==> config.mk <==
export PLATFORM = sky130hd
export DESIGN_NAME = perpetual_calendar
export DESIGN_NICKNAME = d
export VERILOG_FILES = /design/src/rtl/perpetual_calendar.sv
export SDC_FILE = /design/constraint.sdc
export NUM_CORES = 1
export LEC_CHECK = 0
export BUFFER_PORTS_ARGS = -buffer_cell sky130_fd_sc_hd__buf_4
export CORE_ASPECT_RATIO = 2
export CORE_MARGIN = 10
export CORE_UTILIZATION = 30
export DETAILED_ROUTE_END_ITERATION = 10
export HOLD_SLACK_MARGIN = 0.06
export PLACE_DENSITY_LB_ADDON = 0.2
export SYNTH_ARGS = -nofsm -noshare
export SYNTH_HDL_FRONTEND = slang
export SYNTH_SLANG_ARGS = --single-unit
export TNS_END_PERCENT = 100
==> constraint.sdc <==
create_clock -name clk -period 10.7 [get_ports clk]
set_input_delay 0 -clock clk [delete_from_list [all_inputs] [get_ports clk]]
set_output_delay 0 -clock clk [all_outputs]
set_load 0.005 [all_outputs]
==> src/rtl/perpetual_calendar.sv <==
// Second-resolution Gregorian calendar clock: prescaled one-cycle enable, validated set port,
// daily alarm. All state lives in the clk domain; no derived clocks.
module perpetual_calendar #(
    parameter int unsigned CLK_HZ    = 125_000_000,
    parameter int unsigned YEAR_W    = 14,
    parameter int unsigned INIT_YEAR = 2022,
    parameter int unsigned INIT_MON  = 8,
    parameter int unsigned INIT_DAY  = 20,
    parameter int unsigned INIT_HOUR = 0,
    parameter int unsigned INIT_MIN  = 0,
    parameter int unsigned INIT_SEC  = 0,
    parameter int unsigned INIT_DOW  = 6
) (
    input  logic              clk,
    input  logic              rst_n,
    input  logic              set_en,
    input  logic [YEAR_W-1:0] set_year,
    input  logic [3:0]        set_mon,
    input  logic [4:0]        set_day,
    input  logic [4:0]        set_hour,
    input  logic [5:0]        set_min,
    input  logic [5:0]        set_sec,
    input  logic [2:0]        set_dow,
    input  logic              alarm_en,
    input  logic [4:0]        alarm_hour,
    input  logic [5:0]        alarm_min,
    input  logic [5:0]        alarm_sec,
    output logic [YEAR_W-1:0] year,
    output logic [3:0]        mon,
    output logic [4:0]        day,
    output logic [4:0]        hour,
    output logic [5:0]        min,
    output logic [5:0]        sec,
    output logic [2:0]        dow,
    output logic              leap,
    output logic              sec_tick,
    output logic              set_err,
    output logic              alarm
);

    localparam int unsigned PW = (CLK_HZ > 32'd1) ? $clog2(CLK_HZ) : 1;
    localparam logic [PW-1:0] PMAX = PW'(CLK_HZ - 32'd1);

    function automatic logic is_leap(input logic [YEAR_W-1:0] y);
        logic [31:0] yy;
        yy = 32'(y);
        is_leap = ((yy % 32'd4 == 32'd0) && (yy % 32'd100 != 32'd0)) || (yy % 32'd400 == 32'd0);
    endfunction

    // Returns 0 for an illegal month so any day fails validation against it.
    function automatic logic [4:0] max_day(input logic [YEAR_W-1:0] y, input logic [3:0] m);
        case (m)
            4'd1, 4'd3, 4'd5, 4'd7, 4'd8, 4'd10, 4'd12: max_day = 5'd31;
            4'd4, 4'd6, 4'd9, 4'd11:                    max_day = 5'd30;
            4'd2:                                       max_day = is_leap(y) ? 5'd29 : 5'd28;
            default:                                    max_day = 5'd0;
        endcase
    endfunction

    logic [PW-1:0]     pcnt_q, pcnt_d;
    logic [YEAR_W-1:0] year_q, year_d;
    logic [3:0]        mon_q, mon_d;
    logic [4:0]        day_q, day_d;
    logic [4:0]        hour_q, hour_d;
    logic [5:0]        min_q, min_d;
    logic [5:0]        sec_q, sec_d;
    logic [2:0]        dow_q, dow_d;
    logic              sec_tick_q, sec_tick_d;
    logic              set_err_q, set_err_d;
    logic              alarm_q, alarm_d;
    logic              tick_c;
    logic              set_ok_c;

    assign tick_c   = (pcnt_q == PMAX);
    assign set_ok_c = (set_mon >= 4'd1) && (set_mon <= 4'd12)
                   && (set_day >= 5'd1) && (set_day <= max_day(set_year, set_mon))
                   && (set_hour <= 5'd23) && (set_min <= 6'd59) && (set_sec <= 6'd59)
                   && (set_dow <= 3'd6);

    // Next state: a valid set overrides the tick; a rejected set leaves counting untouched.
    always_comb begin
        pcnt_d     = tick_c ? '0 : pcnt_q + PW'(1);
        year_d     = year_q;
        mon_d      = mon_q;
        day_d      = day_q;
        hour_d     = hour_q;
        min_d      = min_q;
        sec_d      = sec_q;
        dow_d      = dow_q;
        sec_tick_d = 1'b0;
        set_err_d  = 1'b0;
        alarm_d    = 1'b0;
        if (set_en && set_ok_c) begin
            pcnt_d = '0;
            year_d = set_year;
            mon_d  = set_mon;
            day_d  = set_day;
            hour_d = set_hour;
            min_d  = set_min;
            sec_d  = set_sec;
            dow_d  = set_dow;
        end else begin
            set_err_d = set_en;
            if (tick_c) begin
                sec_tick_d = 1'b1;
                if (sec_q == 6'd59) begin
                    sec_d = 6'd0;
                    if (min_q == 6'd59) begin
                        min_d = 6'd0;
                        if (hour_q == 5'd23) begin
                            hour_d = 5'd0;
                            dow_d  = (dow_q == 3'd6) ? 3'd0 : dow_q + 3'd1;
                            if (day_q >= max_day(year_q, mon_q)) begin
                                day_d = 5'd1;
                                if (mon_q == 4'd12) begin
                                    mon_d  = 4'd1;
                                    year_d = year_q + YEAR_W'(1);
                                end else begin
                                    mon_d = mon_q + 4'd1;
                                end
                            end else begin
                                day_d = day_q + 5'd1;
                            end
                        end else begin
                            hour_d = hour_q + 5'd1;
                        end
                    end else begin
                        min_d = min_q + 6'd1;
                    end
                end else begin
                    sec_d = sec_q + 6'd1;
                end
                alarm_d = alarm_en && (hour_d == alarm_hour) && (min_d == alarm_min)
                       && (sec_d == alarm_sec);
            end
        end
    end

    always_ff @(posedge clk or negedge rst_n) begin
        if (!rst_n) begin
            pcnt_q     <= '0;
            year_q     <= YEAR_W'(INIT_YEAR);
            mon_q      <= 4'(INIT_MON);
            day_q      <= 5'(INIT_DAY);
            hour_q     <= 5'(INIT_HOUR);
            min_q      <= 6'(INIT_MIN);
            sec_q      <= 6'(INIT_SEC);
            dow_q      <= 3'(INIT_DOW);
            sec_tick_q <= 1'b0;
            set_err_q  <= 1'b0;
            alarm_q    <= 1'b0;
        end else begin
            pcnt_q     <= pcnt_d;
            year_q     <= year_d;
            mon_q      <= mon_d;
            day_q      <= day_d;
            hour_q     <= hour_d;
            min_q      <= min_d;
            sec_q      <= sec_d;
            dow_q      <= dow_d;
            sec_tick_q <= sec_tick_d;
            set_err_q  <= set_err_d;
            alarm_q    <= alarm_d;
        end
    end

    assign year     = year_q;
    assign mon      = mon_q;
    assign day      = day_q;
    assign hour     = hour_q;
    assign min      = min_q;
    assign sec      = sec_q;
    assign dow      = dow_q;
    assign leap     = is_leap(year_q);
    assign sec_tick = sec_tick_q;
    assign set_err  = set_err_q;
    assign alarm    = alarm_q;

endmodule

==> impl.org <==
** Synth
- Flip-flop and latch count after synthesis :: 73
- By area the synthesized netlist is led by sky130_fd_sc_hd__dfrtp_1 18%, sky130_fd_sc_hd__nand2_1 5.0%, sky130_fd_sc_hd__nor2_1 5.0%.
- For this run, asynchronously set or reset flops after synthesis account for 1.00.
- After synthesis the cells add up to 8300 sq um.
- Warnings, synthesis :: 0
- Fraction of post-synthesis cell area in the top cell type by area :: 0.181
- Post-Synthesis Cells :: 1096
- The share of the Yosys chip area taken by registers is 0.222.
- The netlist uses 108 different library cells.
- Number of nets in the synthesized netlist :: 1183
- After synthesis, the mean cell area works out to 7.57 sq um.
- Dominant register cell in the synthesized netlist :: sky130_fd_sc_hd__dfrtp_1
- In this run, synthesis inferred 0 flip-flops with an integrated enable.
- Cell taking the most area after synthesis :: sky130_fd_sc_hd__dfrtp_1

** STA
- Slew Limit Fails :: 0
- Between clock sinks in the finished design, the worst skew comes to 0.00934 ns.
- Top achievable clock speed :: 0.102 GHz
- Setup repair after global routing left no endpoint under its margin.
- Final Critical Period :: 9.80 ns
- The count of endpoints failing hold in the final timing report is 0.
- Headroom to the max-slew limit came out at 0.400.
- Setup violations remaining at the end of the flow were counted as 0.
- Actual slew at the worst max-slew pin :: 0.900 ns
- After routing, the total negative slack on setup checks comes to 0 ns.
- Final Cycle Share :: 0.916

** Worst setup path
- Crit Path Class :: reg -> reg
- Beginning of the worst register-to-register path :: year[11]
- Setup slack on the worst reg-to-reg path comes out at 0.90 ns.
- Data arrival time of the worst path :: 10.03 ns
- Worst R2R Path Depth :: 35
- Worst-path maximum fanout :: 13
- Slowest CP cell :: sky130_fd_sc_hd__a221oi_1
- At the worst endpoint, the required time is 10.93 ns.
- Worst R2R End :: year[0]
- Number of buffer and inverter stages on the critical path :: 0
- The worst setup path is captured at a flip-flop.
- In this design, the largest share of critical-path delay is due to compound AO/OA/AOI/OAI gates.
- Delay of the slowest cell on the worst path :: 0.58 ns
- The worst setup path is launched from a flip-flop.

** Hold path
- Critical hold path startpoint :: set_year[6]
- Min-Delay Endpoint :: year[6]
- Hold Path Stages :: 3
- The path class of the tightest hold or removal check is in -> reg.

** Floorplan
- The core region is 27400 sq um.
- Die Area :: 35100 sq um
- X dimension of the die :: 138 um
- Initial Util :: 0.302
- Top-level port count :: 111
- In this run the vertical extent of the chip is 255 um.
- Cell row count :: 86

** Detailed routing
- Dividing the detail-routed wire length by the instance count gives 19.7 um.
- Routed via count divided by cell count :: 5.76
- The detail route stage leaves a number of antenna-violating nets equal to 0.
- Remaining DRCs :: 0
- DR vias :: 9055
- Total Wirelength :: 30900 um
- In this run, the number of DRC markers left after iteration 0 of detailed routing was 472.
- Pre-antenna DRT Iters :: 5

** Clock tree
- Clock tree root buffer cell :: sky130_fd_sc_hd__clkbuf_16
- Counting the buffers created by CTS gives 9.
- The clock tree synthesis step divided the H-tree into 3 levels.
- TritonCTS built the clock tree.
- At the later pin of the worst-skew pair, clock insertion delay measures 0.35 ns.
- Post-CTS clock slew at the launch and capture registers of the worst setup and hold paths :: 0.07 ns
- For this design, the sink count on the clock tree is 73.
- The clock passes through at most 2 buffers.
- Setup Buffers After CTS :: 0

** Power
- Peak VDD IR :: 134 uV
- For this design the static power due to leakage is 4.10 nW.
- Dividing total power by cell area gives a power density of 256 nW/um^2.

** Place
- Number of input and output port buffers inserted :: 110
- Once detailed placement completed, the half-perimeter wirelength came to 24500 um.
- In this run, placement finished with an instance count of 1517.
- Placer congestion estimate :: 0.891

** Run
- Max-cap violations in this run came to 0.

** Global route
- Across every metal layer, demand over resource in global routing totals 0.175.
- Initial antenna violation count :: 0
- For this run the aggregate overflow at the end of global routing stands at 0.
- First-pass GRT wire length :: 49000 um
- Entering global routing, the biggest net connects 66 pins.
- The number of global-route vias before repair is 9303.

** Finish
- Fraction of layout instances using a drive strength above 1 :: 0.169
- Leading cell type in the layout, fill and taps excluded :: sky130_fd_sc_hd__buf_4
- The final layout contains 1301 nets.
- Layout overhead on the synthesized area :: 22.5%
- 0 antenna diodes ended up in the layout.
- Leaving out fill and tap cells, the most frequent cells in the layout are 124 x sky130_fd_sc_hd__buf_4, 111 x sky130_fd_sc_hd__nand2_1, 110 x sky130_fd_sc_hd__nor2_1.
- Post-route non-filler standard cell count :: 1571

** Run status
- The run finished with clean final reports.
[registers in the layout (all words and copies together), names as in the netlist]
name / count
alarm: 1
day: 5
dow: 3
hour: 5
min: 6
mon: 4
pcnt_q: 27
sec: 6
sec_tick: 1
set_err: 1
year: 14
[metal layers]
| metal | wire (um) | global-route usage |
|---|---|---|
| met1 | 10600 | 0.163 |
| met2 | 17700 | 0.348 |
| met3 | 984 | 0.0195 |
| met4 | 1600 | 0.100 |
| met5 | 0 | 0 |
[logic make-up after synthesis]
kind of cell    Yosys count  share of synthesized area
fa+ha+maj                28                     0.0407
xor+xnor                 76                     0.0820
compound gates          348                      0.299
buf+inv                  85                     0.0410
mux                      31                     0.0381
flops                    73                      0.222
simple gates            455                      0.278
[report_power, final]
| group | switching (mW) | total [mW] | internal (mW) |
|---|---|---|---|
| clock | 0.132 | 0.336 | 0.204 |
| sequential | 0.158 | 0.512 | 0.354 |
| combinational | 1.04 | 1.76 | 0.714 |
| total | 1.33 | 2.60 | 1.27 |
[repair_timing]
| item | in CTS | in global routing |
|---|---|---|
| hold endpoints to repair | 89 | 0 |
| hold buffers | 38 | 0 |
| endpoints found under the setup margin | 0 | 14 |
| gates resized for setup | 0 | 2 |
[worst max-delay path by stage]
stage,from,end,slack [ns],cells after the start
after floorplan,year[11],year[7],2.67,35
after global routing,year[11],year[0],0.02,35
after global placement,year[11],year[0],0.76,35
final,year[11],year[0],0.90,35
after detailed placement,year[11],year[0],0.71,35
after CTS,year[11],year[0],0.65,35
[worst reg2reg max path: cells and delay by family (launching register included)]
kind,cells,cell delay [ns]
XOR/XNOR,1,0.16
adder cells (fa/ha/maj),2,0.61
AO/OA/AOI/OAI,19,5.33
flip-flops,1,0.55
multiplexers,1,0.45
AND/OR/NAND/NOR,12,2.55
[cells in the mapped netlist (all sizes together), types with 13 or more instances]
library cell,number
nand2,111
clkbuf,38
o211ai,13
nand2b,14
xor2,34
nor3,46
a21oi,66
a31oi,21
nand3,47
mux2i,26
inv,29
xnor2,42
and3,17
o21ai,85
ha,23
nor2,113
dfstp,13
buf,17
nand4,19
dfrtp,60
[metrics by stage]
step / power [mW] / util / hold WS [ns] / cell area (sq um) / setup slack, ns
5_1_grt: 2.82 / 0.370 / 0.110 / 10200 / 0.0250
4_1_cts: 2.59 / 0.370 / 0.0660 / 10200 / 0.648
3_5_place_dp: 2.23 / 0.345 / -0.164 / 9460 / 0.713
2_1_floorplan: 1.72 / - / -0.296 / 8300 / 2.67
3_3_place_gp: 2.23 / 0.345 / -0.167 / 9460 / 0.761
6_report: 2.60 / 0.370 / 0.0810 / 10200 / 0.899
[area by class of cell]
class	instances	area (sq um)
Clock buffer	9	225
Clock inverter	7	93.8
Fill cell	2941	17300
Inverter	30	113
Multi-Input combinational cell	938	6140
Sequential cell	73	1840
Tap cell	352	440
Timing Repair Buffer	162	1310
(Power assumes the default switching activity.)
